[src/rtl/seven_segment_pkg.sv]
// seven_segment_pkg: segment pattern constants, capture state type and default settle length.
package seven_segment_pkg;
  typedef enum logic [1:0] {IDLE, SETTLE, SAMPLE} state_t;
  localparam int SETTLE_CYCLES_DEFAULT = 4;
  localparam logic [6:0] SEG_0 = 7'b1000000;
  localparam logic [6:0] SEG_1 = 7'b1111001;
  localparam logic [6:0] SEG_2 = 7'b0100100;
  localparam logic [6:0] SEG_3 = 7'b0110000;
  localparam logic [6:0] SEG_4 = 7'b0011001;
  localparam logic [6:0] SEG_5 = 7'b0010010;
  localparam logic [6:0] SEG_6 = 7'b0000010;
  localparam logic [6:0] SEG_7 = 7'b1111000;
  localparam logic [6:0] SEG_8 = 7'b0000000;
  localparam logic [6:0] SEG_9 = 7'b0010000;
  localparam logic [6:0] SEG_A = 7'b0001000;
  localparam logic [6:0] SEG_B = 7'b0000011;
  localparam logic [6:0] SEG_C = 7'b1000110;
  localparam logic [6:0] SEG_D = 7'b0100001;
  localparam logic [6:0] SEG_E = 7'b0000110;
  localparam logic [6:0] SEG_F = 7'b0001110;
  localparam logic [6:0] SEG_BLANK = 7'b1111111;
endpackage

[src/rtl/seven_segment_display_capture_decoder.sv]
// seven_segment_pattern_decoder: active-low {g..a} pattern to nibble; A-F only with SEG_HEX_DECODE_EN.
module seven_segment_pattern_decoder
  import seven_segment_pkg::*;
(
  input  logic [6:0] pattern,
  output logic [3:0] value,
  output logic       valid
);
  always_comb begin
    value = 4'h0;
    valid = 1'b1;
    case (pattern)
      SEG_0: value = 4'h0;
      SEG_1: value = 4'h1;
      SEG_2: value = 4'h2;
      SEG_3: value = 4'h3;
      SEG_4: value = 4'h4;
      SEG_5: value = 4'h5;
      SEG_6: value = 4'h6;
      SEG_7: value = 4'h7;
      SEG_8: value = 4'h8;
      SEG_9: value = 4'h9;
`ifdef SEG_HEX_DECODE_EN
      SEG_A: value = 4'hA;
      SEG_B: value = 4'hB;
      SEG_C: value = 4'hC;
      SEG_D: value = 4'hD;
      SEG_E: value = 4'hE;
      SEG_F: value = 4'hF;
`endif
      default: valid = 1'b0;
    endcase
  end
endmodule

[src/rtl/seven_segment_display_capture.sv]
// seven_segment_display_capture: samples a multiplexed 4-digit display into a frame.
// Hex digits A-F decode only when SEG_HEX_DECODE_EN is defined.
module seven_segment_display_capture
  import seven_segment_pkg::*;
#(
  parameter int SETTLE_CYCLES = SETTLE_CYCLES_DEFAULT
) (
  input  logic        clk,
  input  logic        reset,
  input  logic        CA,
  input  logic        CB,
  input  logic        CC,
  input  logic        CD,
  input  logic        CE,
  input  logic        CF,
  input  logic        CG,
  input  logic        DP,
  input  logic        AN1,
  input  logic        AN2,
  input  logic        AN3,
  input  logic        AN4,
  output logic [15:0] digits_out,
  output logic [3:0]  dp_out,
  output logic        frame_valid,
  output logic        seg_error
);
  logic [3:0] an_r, an_p, mask, dp_shadow;
  logic [7:0] pat_r, pat_p, cnt, cnt_n;
  logic [15:0] shadow;
  logic [3:0] nib;
  logic dec_ok, held, held_n, blank, onehot, conflict, an_chg, sampling, sample_ok;
  state_t state, state_n;
  seven_segment_pattern_decoder u_dec (.pattern(pat_r[6:0]), .value(nib), .valid(dec_ok));
  assign blank = &an_r;
  assign onehot = $onehot(~an_r);
  assign conflict = !blank && !onehot;
  assign an_chg = an_r != an_p;
  assign sampling = state == SAMPLE && onehot && !an_chg;
  assign sample_ok = sampling && dec_ok;
  // held blocks re-sampling a steady digit until the anode vector moves
  always_comb begin
    state_n = state;
    cnt_n = cnt;
    held_n = held;
    if (blank || conflict) begin
      state_n = IDLE;
      cnt_n = 8'd0;
      held_n = 1'b0;
    end else if (an_chg) begin
      state_n = SETTLE;
      cnt_n = 8'd0;
      held_n = 1'b0;
    end else if (state == IDLE) begin
      state_n = held ? IDLE : SETTLE;
      cnt_n = 8'd0;
    end else if (state == SETTLE) begin
      if (pat_r != pat_p) cnt_n = 8'd0;
      else if (cnt == 8'(SETTLE_CYCLES - 1)) state_n = SAMPLE;
      else cnt_n = cnt + 8'd1;
    end else begin
      state_n = IDLE;
      held_n = 1'b1;
    end
  end
  always_ff @(posedge clk) begin
    if (reset) begin
      an_r <= 4'hF;
      an_p <= 4'hF;
      pat_r <= 8'hFF;
      pat_p <= 8'hFF;
      state <= IDLE;
      cnt <= 8'd0;
      held <= 1'b0;
      mask <= 4'h0;
      shadow <= 16'h0000;
      dp_shadow <= 4'h0;
      digits_out <= 16'h0000;
      dp_out <= 4'h0;
      frame_valid <= 1'b0;
      seg_error <= 1'b0;
    end else begin
      an_r <= {AN4, AN3, AN2, AN1};
      an_p <= an_r;
      pat_r <= {DP, CG, CF, CE, CD, CC, CB, CA};
      pat_p <= pat_r;
      state <= state_n;
      cnt <= cnt_n;
      held <= held_n;
      seg_error <= conflict || (sampling && !dec_ok);
      frame_valid <= &mask;
      if (&mask) begin
        digits_out <= shadow;
        dp_out <= dp_shadow;
      end
      mask <= conflict ? 4'h0 : ((&mask ? 4'h0 : mask) | (sample_ok ? ~an_r : 4'h0));
      for (int i = 0; i < 4; i++)
        if (sample_ok && !an_r[i]) begin
          shadow[4*i +: 4] <= nib;
          dp_shadow[i] <= ~pat_r[7];
        end
    end
  end
endmodule
[config.mk]
export PLATFORM = sky130hd
export DESIGN_NAME = seven_segment_display_capture
export DESIGN_NICKNAME = d
export VERILOG_FILES = /design/src/rtl/seven_segment_pkg.sv /design/src/rtl/seven_segment_display_capture_decoder.sv /design/src/rtl/seven_segment_display_capture.sv
export SDC_FILE = /design/constraint.sdc
export NUM_CORES = 1
export LEC_CHECK = 0
export ABC_CLOCK_PERIOD_IN_PS = 2430
export BUFFER_PORTS_ARGS = -buffer_cell sky130_fd_sc_hd__buf_2
export CAP_MARGIN = 10
export CORE_MARGIN = 2
export CORE_UTILIZATION = 34
export CTS_CLUSTER_SIZE = 8
export DETAILED_ROUTE_END_ITERATION = 8
export GPL_TIMING_DRIVEN = 0
export PLACE_DENSITY = 0.52
export SLEW_MARGIN = 20
export SYNTH_ARGS = -nofsm -noshare
export SYNTH_HDL_FRONTEND = slang
export SYNTH_HIERARCHICAL = 1
export SYNTH_SLANG_ARGS = --single-unit
[constraint.sdc]
create_clock -name clk -period 2.43 [get_ports clk]
set_input_delay 0.3645 -clock clk [delete_from_list [all_inputs] [get_ports clk]]
set_output_delay 0.3645 -clock clk [all_outputs]
set_load 0.005 [all_outputs]
==> summary.md <==
| Metric | Value |
|---|---|
| Initial DRC count | 62 |
| Hold path depth | 2 |
| Htree depth | 3 |
| Post-route DRC | 0 |
| Worst Reg2Reg Path Length in Cells | 10 |
| Num Clock Sinks | 81 |
| Die height | 103 microns |
| Die area | 0.0106 sq mm |
| Initial antenna violation count | 0 |
| RSZ-0062 raised after global routing | yes |
| Switching share of power | 0.249 |
| GRT overflow | 0 |
| Worst slew margin relative to its limit | 0.268 |
| Hold/Removal Path Class | primary input to flip-flop |
| First-pass GRT wire length | 11000 microns |
| Via count | 2579 |
| Post-DP HPWL | 4780 microns |
| CP Class | flip-flop to flip-flop |
| Leakage power | 1.49 nW |
| Yosys cell types | 50 |
| Largest fanout on the critical path | 6 |
| Yosys warning count | 6 |
| Capturing point of the worst reg2reg path | shadow[4] |
| Clock Pin Slew Worst Setup and Hold Paths | 90 ps |
| Psw | 0.000638 W |
| Setup Viol. Count Final | 3 |
| Critical Path Max Stage Delay | 530 ps |
| Worst-margin pin slew | 1090 ps |
| Power, Total | 0.00256 W |
| Hold endpoint | an_r[2] |
| Clock Latency Late Sink | 350 ps |
| Die width | 103 microns |
| Number of clock buffers inserted by TritonCTS | 9 |
| Core ar. | 0.00964 sq mm |
| Crit-path leading delay family | adder cells |
| Fmax | 0.408 GHz |
| PwrDens | 629 mW/mm^2 |
| Crit path max-delay cell type | fa_1 |
| Clk buf depth | 2 |
| Final Cycle Share | 1.01 |
| Largest net degree at the start of global routing | 16 |
| Hold Crit Start | AN3 |
| Clock power share | 0.392 |
| Primary FF master, synth | dfxtp_1 |
| Share of post-route cells with drive strength above 1 | 0.276 |
| ANT cells | 0 |
| Initial Util | 0.345 |
| Total Routed Length | 6730 microns |
| CP Buf/Inv Count | 2 |
| Most common cell after layout, fill and taps aside | dfxtp_1 |
| Mapped Area | 0.00333 sq mm |
| Synthesized instance count | 356 |
| Synthesis-stage register bit count | 81 |
| Cts hold-fix bufs | 0 |
| Comb pwr share | 0.070 |
| Final min period | 2450 ps |
| VDD IR max | 0.329 mV |
| Crit path DAT | 2680 ps |
| Skew final | 13.4 ps |
| Status | finished with violations |
| CTS tree | yes |
| Mapped Nets | 375 |
| Router iterations before antenna repair | 4 |
| Layout Utilization | 0.421 |
| CP Capture Type | flip-flop |
| Post-synth EDFFs | 0 |
| IO buf count | 35 |
| Max-slew violation count | 0 |
| Sequential share of the synthesized area | 0.487 |
| PnR worst setup slack | -19.8 ps |
| Worst path required time | 2660 ps |
| Crit Reg-Reg Startpoint | an_r[0] |
| Vias in the first global route | 2296 |
| All-layer global routing usage | 0.133 |
| P&R area growth vs syn | 22.0% |
| Flop pwr share | 0.538 |
| Final ANT Viol Nets | 0 |
| CTS Root Cell | clkbuf_8 |
| Layout filler cell count | 976 |
| Max-cap viol count | 0 |
| Critical Path, Cell by Cell | fa_1 -> inv_1 -> ha_2 -> ha_4 -> nor3b_4 -> nand3_4 -> nor3_4 -> buf_12 -> mux2i_4 -> nor2_1 |
| Endpoints failing hold | 0 |
| Failing checks | negative setup slack |
| R2R setup slack | -20 ps |
| Setup crit start kind | flip-flop |
| Commonest cells after routing, fill and taps aside | dfxtp_1, nand2_1, buf_2 |
| Rows | 36 |
| Synth Area per Inst | 9.35 sq um |
| Vias per cell | 4.70 |
| Layout net count | 430 |
| Ports | 36 |
| GPL Wtd Cong | 0.769 |
| Pint | 0.00192 W |
| Post-DR wirelength/cell | 12.3 microns |
| Async S/R FF share, synth | 0 |
==> worst max-delay path by stage <==
stage / cells after the start / startpoint / slack [ps] / to
global route: 10 / an_r[0] / -140 / shadow[8]
finish: 10 / an_r[0] / -20 / shadow[4]
floorplan: 9 / an_r[0] / 30 / shadow[15]
CTS: 10 / an_r[0] / -100 / shadow[4]
detailed placement: 9 / an_r[0] / -180 / shadow[9]
global placement: 9 / an_r[0] / -170 / dp_shadow[2]
==> power groups by stage <==
stage	logic, W	clock network (W)	registers (W)
2_1_floorplan	0.000123	0	0.00140
3_3_place_gp	0.000159	0	0.00141
3_5_place_dp	0.000162	0	0.00141
4_1_cts	0.000165	0.00104	0.00138
5_1_grt	0.000199	0.00109	0.00138
6_report	0.000179	0.00100	0.00138
==> cell families (layout without fill, tap and decap cells) <==
kind of cell | after synthesis | after routing | synth area share
buffers and inverters | 21 | 81 | 0.0282
AOI/OAI and AO/OA | 51 | 51 | 0.0906
DFF | 81 | 81 | 0.487
and+or+nand+nor | 165 | 165 | 0.274
xor gates and xnor gates | 13 | 13 | 0.0387
muxes | 20 | 20 | 0.0601
adders and majority gates | 5 | 5 | 0.0210
==> metal layers <==
metal  vias to the layer above  share of wire  wire (microns)  track usage
met2                        39           0.43            2910        0.202
met1                      1211           0.52            3500        0.186
li1                       1324              -               -            -
met5                         -              0               0            0
met4                         0          0.010              69       0.0486
met3                         5          0.037             251       0.0312
==> stage by stage <==
| stage | worst slack, ps | hold slack, ps | TNS (ps) | instances | area (sq um) |
|---|---|---|---|---|---|
| floorplan | 33.6 | 420 | 0 | 356 | 3350 |
| global placement | -171 | 435 | -3110 | 524 | 3690 |
| detailed placement | -184 | 439 | -3760 | 524 | 3690 |
| CTS | -101 | 176 | -1770 | 546 | 3980 |
| global route | -140 | 174 | -2450 | 549 | 4060 |
| finish | -19.8 | 194 | -44.1 | 549 | 4060 |
==> state kept, by name, indices dropped and copies added, names as in the netlist <==
register     flops
an_p             4
an_r             4
cnt              8
digits_out      16
dp_out           4
dp_shadow        4
frame_valid      1
held             1
mask             4
pat_p            8
pat_r            8
seg_error        1
shadow          16
state            2
==> cell usage after synthesis, types with 2 or more instances <==
master | n | area share
a21oi_1 | 28 | 0.042
a31oi_1 | 7 | 0.013
buf_4 | 2 | 0.0045
clkbuf_1 | 13 | 0.015
dfxtp_1 | 81 | 0.49
ha_1 | 4 | 0.015
inv_1 | 5 | 0.0056
mux2i_1 | 20 | 0.060
nand2_1 | 53 | 0.060
nand2b_1 | 2 | 0.0038
nand3_1 | 12 | 0.018
nand4_1 | 6 | 0.011
nor2_1 | 30 | 0.034
nor2b_1 | 4 | 0.0075
nor3_1 | 4 | 0.0060
nor3_4 | 4 | 0.020
nor3b_1 | 2 | 0.0045
nor4_1 | 4 | 0.0075
o21a_1 | 4 | 0.0090
o21ai_0 | 4 | 0.0060
o31ai_1 | 2 | 0.0045
or2_2 | 24 | 0.045
or4_1 | 3 | 0.0068
xnor2_1 | 11 | 0.029
xnor2_2 | 2 | 0.0098
==> repair_timing <==
item | CTS | global route
gates resized for setup | 3 | 13
setup buffers | 6 | 3
endpoints found under the setup margin | 31 | 33
pin swaps | 6 | 10
==> final cells by class <==
| cell class | instances | area (sq um) | area share |
|---|---|---|---|
| multi-input cells | 254 | 1680 | 0.414 |
| plain buffers | 16 | 75.1 | 0.0185 |
| repair buffers | 44 | 292 | 0.0718 |
| flip-flops and latches | 81 | 1630 | 0.401 |
| clock inverters | 7 | 76.3 | 0.0188 |
| well taps | 133 | 166 | 0.0410 |
| clock buffers | 9 | 124 | 0.0305 |
| inverters | 5 | 18.8 | 0.00462 |
(Power assumes the default switching activity.)
